==> src/rtl/packet_injector.sv <==
// packet_injector: turns one offered packet (x/y destination plus two data
// words) into a head/body/body/tail flit stream towards a router input port.
// The flit in flight is held until the router acks it. A new packet may be
// accepted on the same edge the tail is acked, so the next head follows the
// tail with no idle cycle in between.
module packet_injector #(
  parameter int FLIT_SIZE    = 19,
  parameter int NUM_OF_FLITS = 4,
  parameter int ADDR_BITS    = 8
) (
  input  logic                 clk,
  input  logic                 rst,
  input  logic                 pkt_valid_i,
  output logic                 pkt_ready_o,
  input  logic [ADDR_BITS-1:0] dst_x_i,
  input  logic [ADDR_BITS-1:0] dst_y_i,
  input  logic [FLIT_SIZE-4:0] data0_i,
  input  logic [FLIT_SIZE-4:0] data1_i,
  output logic [FLIT_SIZE-1:0] flit_o,
  output logic                 downstream_req_o,
  input  logic                 downstream_ack_i,
  output logic                 busy_o,
  output logic                 pkt_sent_o,
  output logic [15:0]          pkt_count_o
);

  localparam int DATA_W = FLIT_SIZE - 3;
  localparam int PTR_W  = (NUM_OF_FLITS > 1) ? $clog2(NUM_OF_FLITS) : 1;

  localparam logic [1:0] TYPE_HEAD = 2'b00;
  localparam logic [1:0] TYPE_BODY = 2'b10;
  localparam logic [1:0] TYPE_TAIL = 2'b01;
  localparam logic [1:0] TYPE_NONE = 2'b11;

  typedef enum logic {
    IDLE   = 1'b0,
    ACTIVE = 1'b1
  } state_t;

  state_t               r_state;
  state_t               w_state_nxt;
  logic [PTR_W-1:0]     r_ptr;
  logic [ADDR_BITS-1:0] r_dst_x;
  logic [ADDR_BITS-1:0] r_dst_y;
  logic [DATA_W-1:0]    r_data0;
  logic [DATA_W-1:0]    r_data1;
  logic                 r_pkt_sent;
  logic [15:0]          r_pkt_count;

  logic w_active;
  logic w_last;
  logic w_xfer;
  logic w_tail_xfer;
  logic w_ready;
  logic w_accept;

  assign w_active    = (r_state == ACTIVE);
  assign w_last      = (r_ptr == PTR_W'(NUM_OF_FLITS - 1));
  assign w_xfer      = w_active && downstream_ack_i;
  assign w_tail_xfer = w_xfer && w_last;
  // Ready is combinational on the ack so a packet can be taken over the tail edge.
  assign w_ready     = !w_active || w_tail_xfer;
  assign w_accept    = pkt_valid_i && w_ready;

  assign pkt_ready_o      = w_ready;
  assign downstream_req_o = w_active;
  assign busy_o           = w_active;
  assign pkt_sent_o       = r_pkt_sent;
  assign pkt_count_o      = r_pkt_count;

  // State register.
  always_ff @(posedge clk) begin
    if (rst) r_state <= IDLE;
    else     r_state <= w_state_nxt;
  end

  // Next state: leave ACTIVE only when the tail goes out and nothing replaces it.
  always_comb begin
    w_state_nxt = r_state;
    unique case (r_state)
      IDLE:   if (w_accept) w_state_nxt = ACTIVE;
      ACTIVE: if (w_tail_xfer && !w_accept) w_state_nxt = IDLE;
      default: w_state_nxt = IDLE;
    endcase
  end

  // Flit pointer: restart on capture, otherwise step on each accepted flit.
  always_ff @(posedge clk) begin
    if (rst)           r_ptr <= '0;
    else if (w_accept) r_ptr <= '0;
    else if (w_xfer)   r_ptr <= r_ptr + PTR_W'(1);
  end

  // Packet fields, sampled only on the accept edge.
  always_ff @(posedge clk) begin
    if (rst) begin
      r_dst_x <= '0;
      r_dst_y <= '0;
      r_data0 <= '0;
      r_data1 <= '0;
    end else if (w_accept) begin
      r_dst_x <= dst_x_i;
      r_dst_y <= dst_y_i;
      r_data0 <= data0_i;
      r_data1 <= data1_i;
    end
  end

  // Completion pulse and wrapping packet counter, both driven by the tail edge.
  always_ff @(posedge clk) begin
    if (rst) begin
      r_pkt_sent  <= 1'b0;
      r_pkt_count <= '0;
    end else begin
      r_pkt_sent <= w_tail_xfer;
      if (w_tail_xfer) r_pkt_count <= r_pkt_count + 16'd1;
    end
  end

  // Flit encoding from state, pointer and captured fields.
  always_comb begin
    flit_o = {1'b0, TYPE_NONE, {DATA_W{1'b0}}};
    if (w_active) begin
      if (r_ptr == '0)
        flit_o = {1'b1, TYPE_HEAD, r_dst_x, r_dst_y};
      else if (w_last)
        flit_o = {1'b1, TYPE_TAIL, {DATA_W{1'b0}}};
      else if (r_ptr == PTR_W'(1))
        flit_o = {1'b1, TYPE_BODY, r_data0};
      else
        flit_o = {1'b1, TYPE_BODY, r_data1};
    end
  end

endmodule

==> config.mk <==
export PLATFORM = sky130hd
export DESIGN_NAME = packet_injector
export DESIGN_NICKNAME = d
export VERILOG_FILES = /design/src/rtl/packet_injector.sv
export SDC_FILE = /design/constraint.sdc
export NUM_CORES = 1
export LEC_CHECK = 0
export BUFFER_PORTS_ARGS = -buffer_cell sky130_fd_sc_hd__buf_4
export CELL_PAD_IN_SITES_DETAIL_PLACEMENT = 1
export CELL_PAD_IN_SITES_GLOBAL_PLACEMENT = 1
export CORE_MARGIN = 2
export CORE_UTILIZATION = 37
export DETAILED_ROUTE_END_ITERATION = 10
export PLACE_DENSITY_LB_ADDON = 0.1
export SLEW_MARGIN = 0
export SYNTH_ARGS = -nofsm -noshare
export SYNTH_HDL_FRONTEND = slang
export SYNTH_SLANG_ARGS = --single-unit
==> constraint.sdc <==
create_clock -name clk -period 1.7 [get_ports clk]
set_input_delay 0.085 -clock clk [delete_from_list [all_inputs] [get_ports clk]]
set_output_delay 0.085 -clock clk [all_outputs]
set_load 0.1 [all_outputs]
==> impl_metrics.csv, run 1 <==
group,metric,value,unit
critical_path,cpPeakStageDelay,0.38,ns
critical_path,cp.arrival,1.86,ns
clock_tree,cts_sinks,68,
floorplan,io_pins,91,
status,status,"finished, violations left",
finish,area_delta_synth_final,66.1,%
sta,setup_ws,-0.250,ns
logic_synthesis,synthMuxAreaShare,6.66,%
clock_tree,cts_tree,"built",
grt,gr-usage-all-layers,26.1,%
detailed_routing,drtIter0Drc,75,
sta,period_share,115,%
grt,grt_max_degree,51,
place,portBuffers,90,
detailed_routing,first_pass_iters,4,
logic_synthesis,async_flop_share,0,%
critical_path,path_class,"reg2out",
place,place.detailed.hpwl,5870,microns
logic_synthesis,synth_fp_nets,425,
grt,grt_pass1_vias,3425,
status,violations,"negative setup slack",
power,irDropWorstVdd,432,uV
logic_synthesis,postSynthCellCount,369,
logic_synthesis,synth-compound-area-share,14.9,%
logic_synthesis,synth_ff_type,"dfxtp_1",
grt,antenna_found_initial,0,
finish,fin_nets,541,
clock_tree,clockBufferDepth,2,
detailed_routing,ant_nets,0,
floorplan,dieArea,0.00886,sq mm
detailed_routing,vias_per_cell,5.20,
sta,finClkSkew,0.00846,ns
logic_synthesis,yosys_warnings,0,
detailed_routing,vias,3080,
critical_path,crit_chain,"inv_4, ha_4, buf_16, mux2_4, a22oi_2, nor2b_4, buf_12",
logic_synthesis,yosysTopAreaCellShare,45.3,%
logic_synthesis,synth_edf_count,0,
finish,drive_gt1_share,40.4,%
logic_synthesis,yosysUniqueCellTypes,30,
critical_path,rr_worst_depth,5,
critical_path,end_kind,"primary output",
logic_synthesis,seq_area_frac_synth,45.3,%
floorplan,die_x,94.1,microns
logic_synthesis,synth_xor_area_share,2.62,%
clock_tree,clk_latency,0.34,ns
power,pwr-share-seq,42.6,%
floorplan,core_area,0.00781,sq mm
detailed_routing,drc,0,
power,intPower,2860,uW
flow_run,maxCapViolations,0,
sta,relSlewSlack,72.7,%
logic_synthesis,synth.area.top_cells,"dfxtp_1 (45%), nand2_1 (13%), a21oi_1 (9.3%), mux2_2 (6.0%), a22oi_1 (4.0%)",
detailed_routing,wl_per_cell,18.5,microns
logic_synthesis,synth_top_family_by_area,"simple AND/OR/NAND/NOR gates",
sta,drv_slew,0,
detailed_routing,routed_wl,11000,microns
sta,fin_crit,1.95,ns
power,combPwrFrac,20.1,%
finish,n_antenna_cell,0,
clock_tree,htreeDepth,3,
sta,hold_viol_final,0,
critical_path,worstSetupStartpointType,"register",
floorplan,start_util,38.5,%
min_path,worst_hold_path_type,"in2reg",
sta,grt_setup_unrepaired,"true",
logic_synthesis,synth_top_cell_by_area,"dfxtp_1",
sta,fin_tns_setup,-3.56,ns
logic_synthesis,ys_ff_latch,68,
critical_path,critPathMaxFanout,8,
logic_synthesis,synth_simple_gate_area_share,24.0,%
power,p_clk_share,37.3,%
clock_tree,numCtsBuffers,9,
grt,grt_pass1_wl,17600,microns
critical_path,crit_family,"flip-flops",
power,powerDensity,798,mW/mm^2
logic_synthesis,syn_area,0.00300,sq mm
critical_path,path_buf_inv,3,
min_path,min_path_cells,3,
logic_synthesis,synth.avg_cell_area,8.14,sq um
power,switching_share,28.2,%
floorplan,rows,32,
grt,grt-ovfl-total,0,
sta,setup_viol,16,
critical_path,critical_path_depth,7,
power,switchingPower,1120,uW
sta,worstMarginPinSlew,0.410,ns
critical_path,cp_slowest_cell,"dfxtp_4",
place,place_ws,-0.0426,ns
critical_path,cp.required,1.62,ns
floorplan,die_h,94.1,microns
clock_tree,clk_pin_slew,0.07,ns
sta,fmaxAchievable,513,MHz
place,place_congestion,0.777,
logic_synthesis,synthAdderAreaFrac,1.67,%
clock_tree,root_buffer,"clkbuf_8",
power,p_leak,0.00199,uW
## metrics by stage
| step | hold slack (ns) | util, % | total power, uW | std cells | cell area [sq um] |
|---|---|---|---|---|---|
| 6_report | 0.00668 | 63.9 | 3980 | 592 | 4990 |
| 5_1_grt | 0.00737 | 63.9 | 4130 | 592 | 4990 |
| 4_1_cts | 0.000665 | 64.2 | 3980 | 594 | 5010 |
| 3_5_place_dp | 0.343 | 51.8 | 2360 | 543 | 4050 |
| 3_3_place_gp | 0.333 | 51.8 | 2350 | 543 | 4050 |
| 2_1_floorplan | 0.204 | - | 2150 | 369 | 3260 |
## placed cells by master, fill, tap and decap left out, drive strengths merged, types with 3 or more instances in the layout
cell,synthesis,layout
nand2,101,101
ha,4,4
mux2,16,16
dfxtp,68,68
xnor2,3,3
dlygate4sd3,0,30
and4,3,3
or3,6,6
xor2,6,6
nor2,10,10
nand3,6,6
clkbuf,22,11
nand4,4,4
a21oi,56,56
inv,4,4
buf,8,105
o21ai,6,6
clkinv,0,3
a22oi,16,16
nor2b,17,17
## metal layers
metal	share of wire, %	up-vias	global-route usage (%)
li1	-	1473	-
met1	41	1511	30.3
met2	54	83	47.9
met3	3.6	13	4.33
met4	1.4	0	9.66
met5	0	-	0
## synthesized netlist by cell type (4+ instances only)
master and n:
a22oi_1 16, ha_1 4, nor2b_1 17, o21ai_0 6
inv_1 4, a21oi_1 56, clkbuf_1 22, buf_2 5
mux2_2 16, nand3_1 6, or3_1 6, nand2_1 101
dfxtp_1 68, nor2_1 10, xor2_1 6
## cell type report
| cell class | instances | area [sq um] |
|---|---|---|
| Tap cell | 102 | 128 |
| Clock inverter | 5 | 75.1 |
| Sequential cell | 68 | 1420 |
| Fill cell | 851 | 2820 |
| Inverter | 4 | 17.5 |
| Clock buffer | 11 | 141 |
| Timing Repair Buffer | 135 | 1380 |
| Multi-Input combinational cell | 267 | 1830 |
## final timing paths
path                     endpoint        from  slack (ns)
setup reg to reg  pkt_count_o[15]    r_ptr[0]        0.12
setup / recovery       flit_o[10]    r_ptr[1]       -0.25
hold / removal         r_data0[2]  data0_i[2]       0.007
hold reg to reg        r_data1[5]  r_data1[5]        0.46
## power groups by stage
stage	Sequential (uW)	Combinational, uW	Clock (uW)
global placement	1720	626	0
detailed placement	1720	636	0
floorplan	1720	431	0
finish	1700	800	1490
CTS	1690	792	1490
global route	1700	848	1580
## sequential cells by signal (all words and copies together) (netlist names)
register and flops:
r_dst_x 8, pkt_sent_o 1, r_dst_y 8, r_ptr 2, r_data1 16, busy_o 1
r_data0 16, pkt_count_o 16
## worst reg2reg max path, cell delays in order (launching register included)
cell,delay [ns]
dfxtp_4,0.38
ha_4,0.16
and3_1,0.23
nand4_4,0.16
or4_1,0.43
a21oi_1,0.14
## timing repair
| item | CTS | global route |
|---|---|---|
| endpoints found under the hold margin | 30 | 0 |
| endpoints found under the setup margin | 16 | 17 |
| hold buffers | 30 | 0 |
| pin swaps | 17 | 5 |
| cloned | 2 | 0 |
| resized for setup | 84 | 7 |
| buffers inserted | 3 | 0 |
## kinds of logic after synthesis
| logic type | count (synthesis) |
|---|---|
| and+or+nand+nor | 156 |
| muxes | 18 |
| AOI/OAI and AO/OA | 80 |
| DFF | 68 |
| buffers and inverters | 34 |
| xor gates and xnor gates | 9 |
| adders and majority gates | 4 |
Power figures use the tool's default switching activity.
==> inputs of run 2 (changes only) <==
- GPL_ROUTABILITY_DRIVEN: default -> 0
- PLACE_DENSITY: default -> 0.89
- PLACE_DENSITY_LB_ADDON: 0.1 -> default
- SLEW_MARGIN: 0 -> 20
==> run 2 against run 1 <==
Effect of this change:
- the flow now stops in global routing (5_1_grt)
- synthesized cell count is the same
- synthesized area is the same
==> impl_metrics.csv, run 2 <==
group,metric,value,unit
sta,worst_endpoint,"flit_o[15]",
status,firstError,"[ERROR DPL-0033] detailed placement checks failed during check placement.",
logic_synthesis,synth_top_cell_by_area,"dfxtp_1",
sta,worstEpCategory,"top-level output",
logic_synthesis,synth_ff_type,"dfxtp_1",
floorplan,rows,32,
clock_tree,root_buffer,"clkbuf_8",
floorplan,io_pins,91,
floorplan,start_util,38.5,%
logic_synthesis,synthTopCellsByCount,"nand2_1 (101), dfxtp_1 (68), a21oi_1 (56), clkbuf_1 (22), nor2b_1 (17)",
logic_synthesis,yosys.cell_count.top_type,"nand2_1",
floorplan,die_x,94.1,microns
status,status,"aborted with a tool error",
logic_synthesis,seq_area_frac_synth,45.3,%
clock_tree,clockBufferDepth,2,
grt,grt_max_degree,51,
clock_tree,htreeDepth,3,
place,portBuffers,90,
status,lastStage,"global routing (5_1_grt)",
logic_synthesis,yosys_warnings,0,
clock_tree,numCtsBuffers,9,
logic_synthesis,yosysTopAreaCellShare,45.3,%
logic_synthesis,synth.area.top_cells,"dfxtp_1 (45%), nand2_1 (13%), a21oi_1 (9.3%), mux2_2 (6.0%), a22oi_1 (4.0%)",
logic_synthesis,postSynthCellCount,369,
floorplan,die_h,94.1,microns
logic_synthesis,synth_edf_count,0,
logic_synthesis,syn_area,0.00300,sq mm
place,place.detailed.hpwl,6470,microns
logic_synthesis,yosysUniqueCellTypes,30,
logic_synthesis,ys_ff_latch,68,
logic_synthesis,synth_fp_nets,425,
logic_synthesis,synth.avg_cell_area,8.14,sq um
clock_tree,cts_sinks,68,
logic_synthesis,async_flop_share,0,%
grt,antenna_found_initial,0,
==> run 2: logic make-up after synthesis <==
family / after synthesis / synth area share (%)
adders and majority gates: 4 / 1.67
muxes: 18 / 6.66
xor gates and xnor gates: 9 / 2.62
AOI/OAI and AO/OA: 80 / 14.9
buffers and inverters: 34 / 4.83
DFF: 68 / 45.3
and+or+nand+nor: 156 / 24.0
==> run 2: stage by stage <==
stage / worst slack (ns) / cells / hold WS (ns) / instance area (sq um)
4_1_cts: -0.225 / 603 / 0.00238 / 5100
3_5_place_dp: -0.0478 / 544 / 0.347 / 4050
3_3_place_gp: -0.00240 / 544 / 0.332 / 4050
2_1_floorplan: -0.0166 / 369 / 0.204 / 3260
==> run 2: repair_timing <==
item | in CTS
cloned | 2
hold buffers | 38
resized for setup | 93
endpoints found under the setup margin | 17
setup buffers | 3
hold endpoints to repair | 38
pin swaps | 18
==> inputs of run 3 (changes only) <==
- CELL_PAD_IN_SITES_DETAIL_PLACEMENT: 1 -> default
- CELL_PAD_IN_SITES_GLOBAL_PLACEMENT: 1 -> default
- CORE_UTILIZATION: 37 -> 40
- PLACE_DENSITY: 0.89 -> default
- PLACE_DENSITY_LB_ADDON: default -> 0.15
==> run 3 against run 2 <==
Effect of this change:
- the flow now finishes, with violations (negative setup slack)
==> impl_metrics.csv, run 3 (synthesized netlist as in run 1, its figures left out) <==
group,metric,value,unit
sta,relSlewSlack,52.3,%
detailed_routing,drc,0,
clock_tree,clk_pin_slew,0.07,ns
detailed_routing,drtIter0Drc,139,
clock_tree,root_buffer,"clkbuf_8",
finish,n_antenna_cell,0,
power,irDropWorstVdd,427,uV
clock_tree,cts_tree,"built",
floorplan,rows,31,
status,violations,"negative setup slack",
finish,final_common_cell,"nand2_1",
sta,hold_ws,0.0163,ns
detailed_routing,vias_per_cell,4.95,
critical_path,cp.arrival,1.83,ns
grt,grt-ovfl-total,0,
clock_tree,htreeDepth,3,
detailed_routing,wl_per_cell,15.4,microns
power,powerDensity,726,mW/mm^2
sta,setup_viol,17,
finish,final_cell_mix,"nand2_1 (100), buf_4 (81), a21oi_1 (56), dfxtp_1 (50), dlygate4sd3_1 (47)",
finish,drive_gt1_share,39.6,%
sta,grt_setup_unrepaired,"true",
sta,finClkSkew,0.00921,ns
grt,grt_pass1_vias,3071,
floorplan,core_area,0.00725,sq mm
detailed_routing,ant_nets,0,
sta,fmaxAchievable,522,MHz
floorplan,start_util,41.4,%
place,portBuffers,90,
min_path,worst_hold_path_type,"in2reg",
sta,period_share,113,%
floorplan,die_x,90.7,microns
clock_tree,numCtsBuffers,9,
detailed_routing,first_pass_iters,4,
floorplan,dieArea,0.00822,sq mm
detailed_routing,routed_wl,9400,microns
finish,area_delta_synth_final,71.8,%
place,dp_cells,541,
finish,fill_cells,553,
grt,antenna_found_initial,0,
finish,fin_nets,561,
finish,final_cells,609,
critical_path,end_kind,"primary output",
power,p_leak,0.00206,uW
sta,hold_viol_final,0,
critical_path,worstSetupStartpointType,"register",
grt,grt_max_degree,69,
sta,fin_crit,1.91,ns
flow_run,maxCapViolations,0,
detailed_routing,vias,3012,
critical_path,rr_worst_depth,6,
status,status,"finished, violations left",
power,power.total,3750,uW
grt,grt_pass1_wl,14600,microns
clock_tree,cts_sinks,68,
critical_path,cp.required,1.62,ns
clock_tree,clk_latency,0.34,ns
sta,worstMarginPinSlew,0.716,ns
sta,setup_ws,-0.215,ns
critical_path,critPathMaxFanout,6,
floorplan,die_h,90.7,microns
clock_tree,clockBufferDepth,2,
floorplan,io_pins,91,
min_path,min_path_cells,3,
critical_path,path_class,"reg2out",
grt,gr-usage-all-layers,22.2,%
place,place.detailed.hpwl,5160,microns
sta,drv_slew,0,
[run 3: metal layers]
| layer | up-vias | GRT usage [%] | wire [microns] |
|---|---|---|---|
| li1 | 1509 | - | - |
| met1 | 1395 | 27.7 | 3990 |
| met2 | 90 | 36.8 | 4740 |
| met3 | 18 | 4.67 | 481 |
| met4 | 0 | 10.1 | 191 |
| met5 | - | 0 | 0 |
[run 3: final timing paths]
check | from | end | slack, ns
setup reg to reg | r_ptr[0] | pkt_count_o[12] | -0.01
hold / removal | data0_i[3] | r_data0[3] | 0.02
hold reg to reg | r_data1[7] | r_data1[7] | 0.46
setup / recovery | r_ptr[1] | flit_o[0] | -0.21
[run 3: critical path, stage by stage, from the launching register on]
cell and delay, ns:
dfxtp_2 0.34, inv_2 0.08, ha_4 0.17, buf_12 0.13
mux2_2 0.36, a22oi_2 0.17, nor2b_4 0.07, buf_12 0.16
[run 3: through the flow]
step                area (sq um)  TNS, ns  setup slack (ns)  utilization, %
floorplan                   3260   -0.143           -0.0166               -
global placement            4040  -0.0160          -0.00592            55.6
detailed placement          4040   -0.326           -0.0464            55.6
CTS                         5030    -2.98            -0.212            69.4
global route                5160    -4.51            -0.275            71.2
finish                      5160    -3.05            -0.215            71.2
[run 3: report_power, final]
| group | switching (uW) | total, uW | internal (uW) |
|---|---|---|---|
| clock network | 611 | 1220 | 613 |
| logic | 440 | 837 | 397 |
| registers | 44.9 | 1690 | 1640 |
[run 3: repair_timing]
action                     CTS  global route
hold buffers                47             0
resized for setup           73            15
hold endpoints to repair    47             0
buffers inserted             1             0
gates cloned                 1             3
pin swaps                   17            10
setup endpoints to repair   16            32
[run 3: layout make-up]
type                       instances  area [sq um]  share of cell area (%)
sequential                        68          1410                    27.3
inverter                           4          15.0                   0.291
clock buffer                      12           156                    3.03
multi-input combinational        267          1820                    35.3
timing repair buffer             155          1610                    31.2
tap                               99           124                    2.40
clock inverter                     4          21.3                   0.412
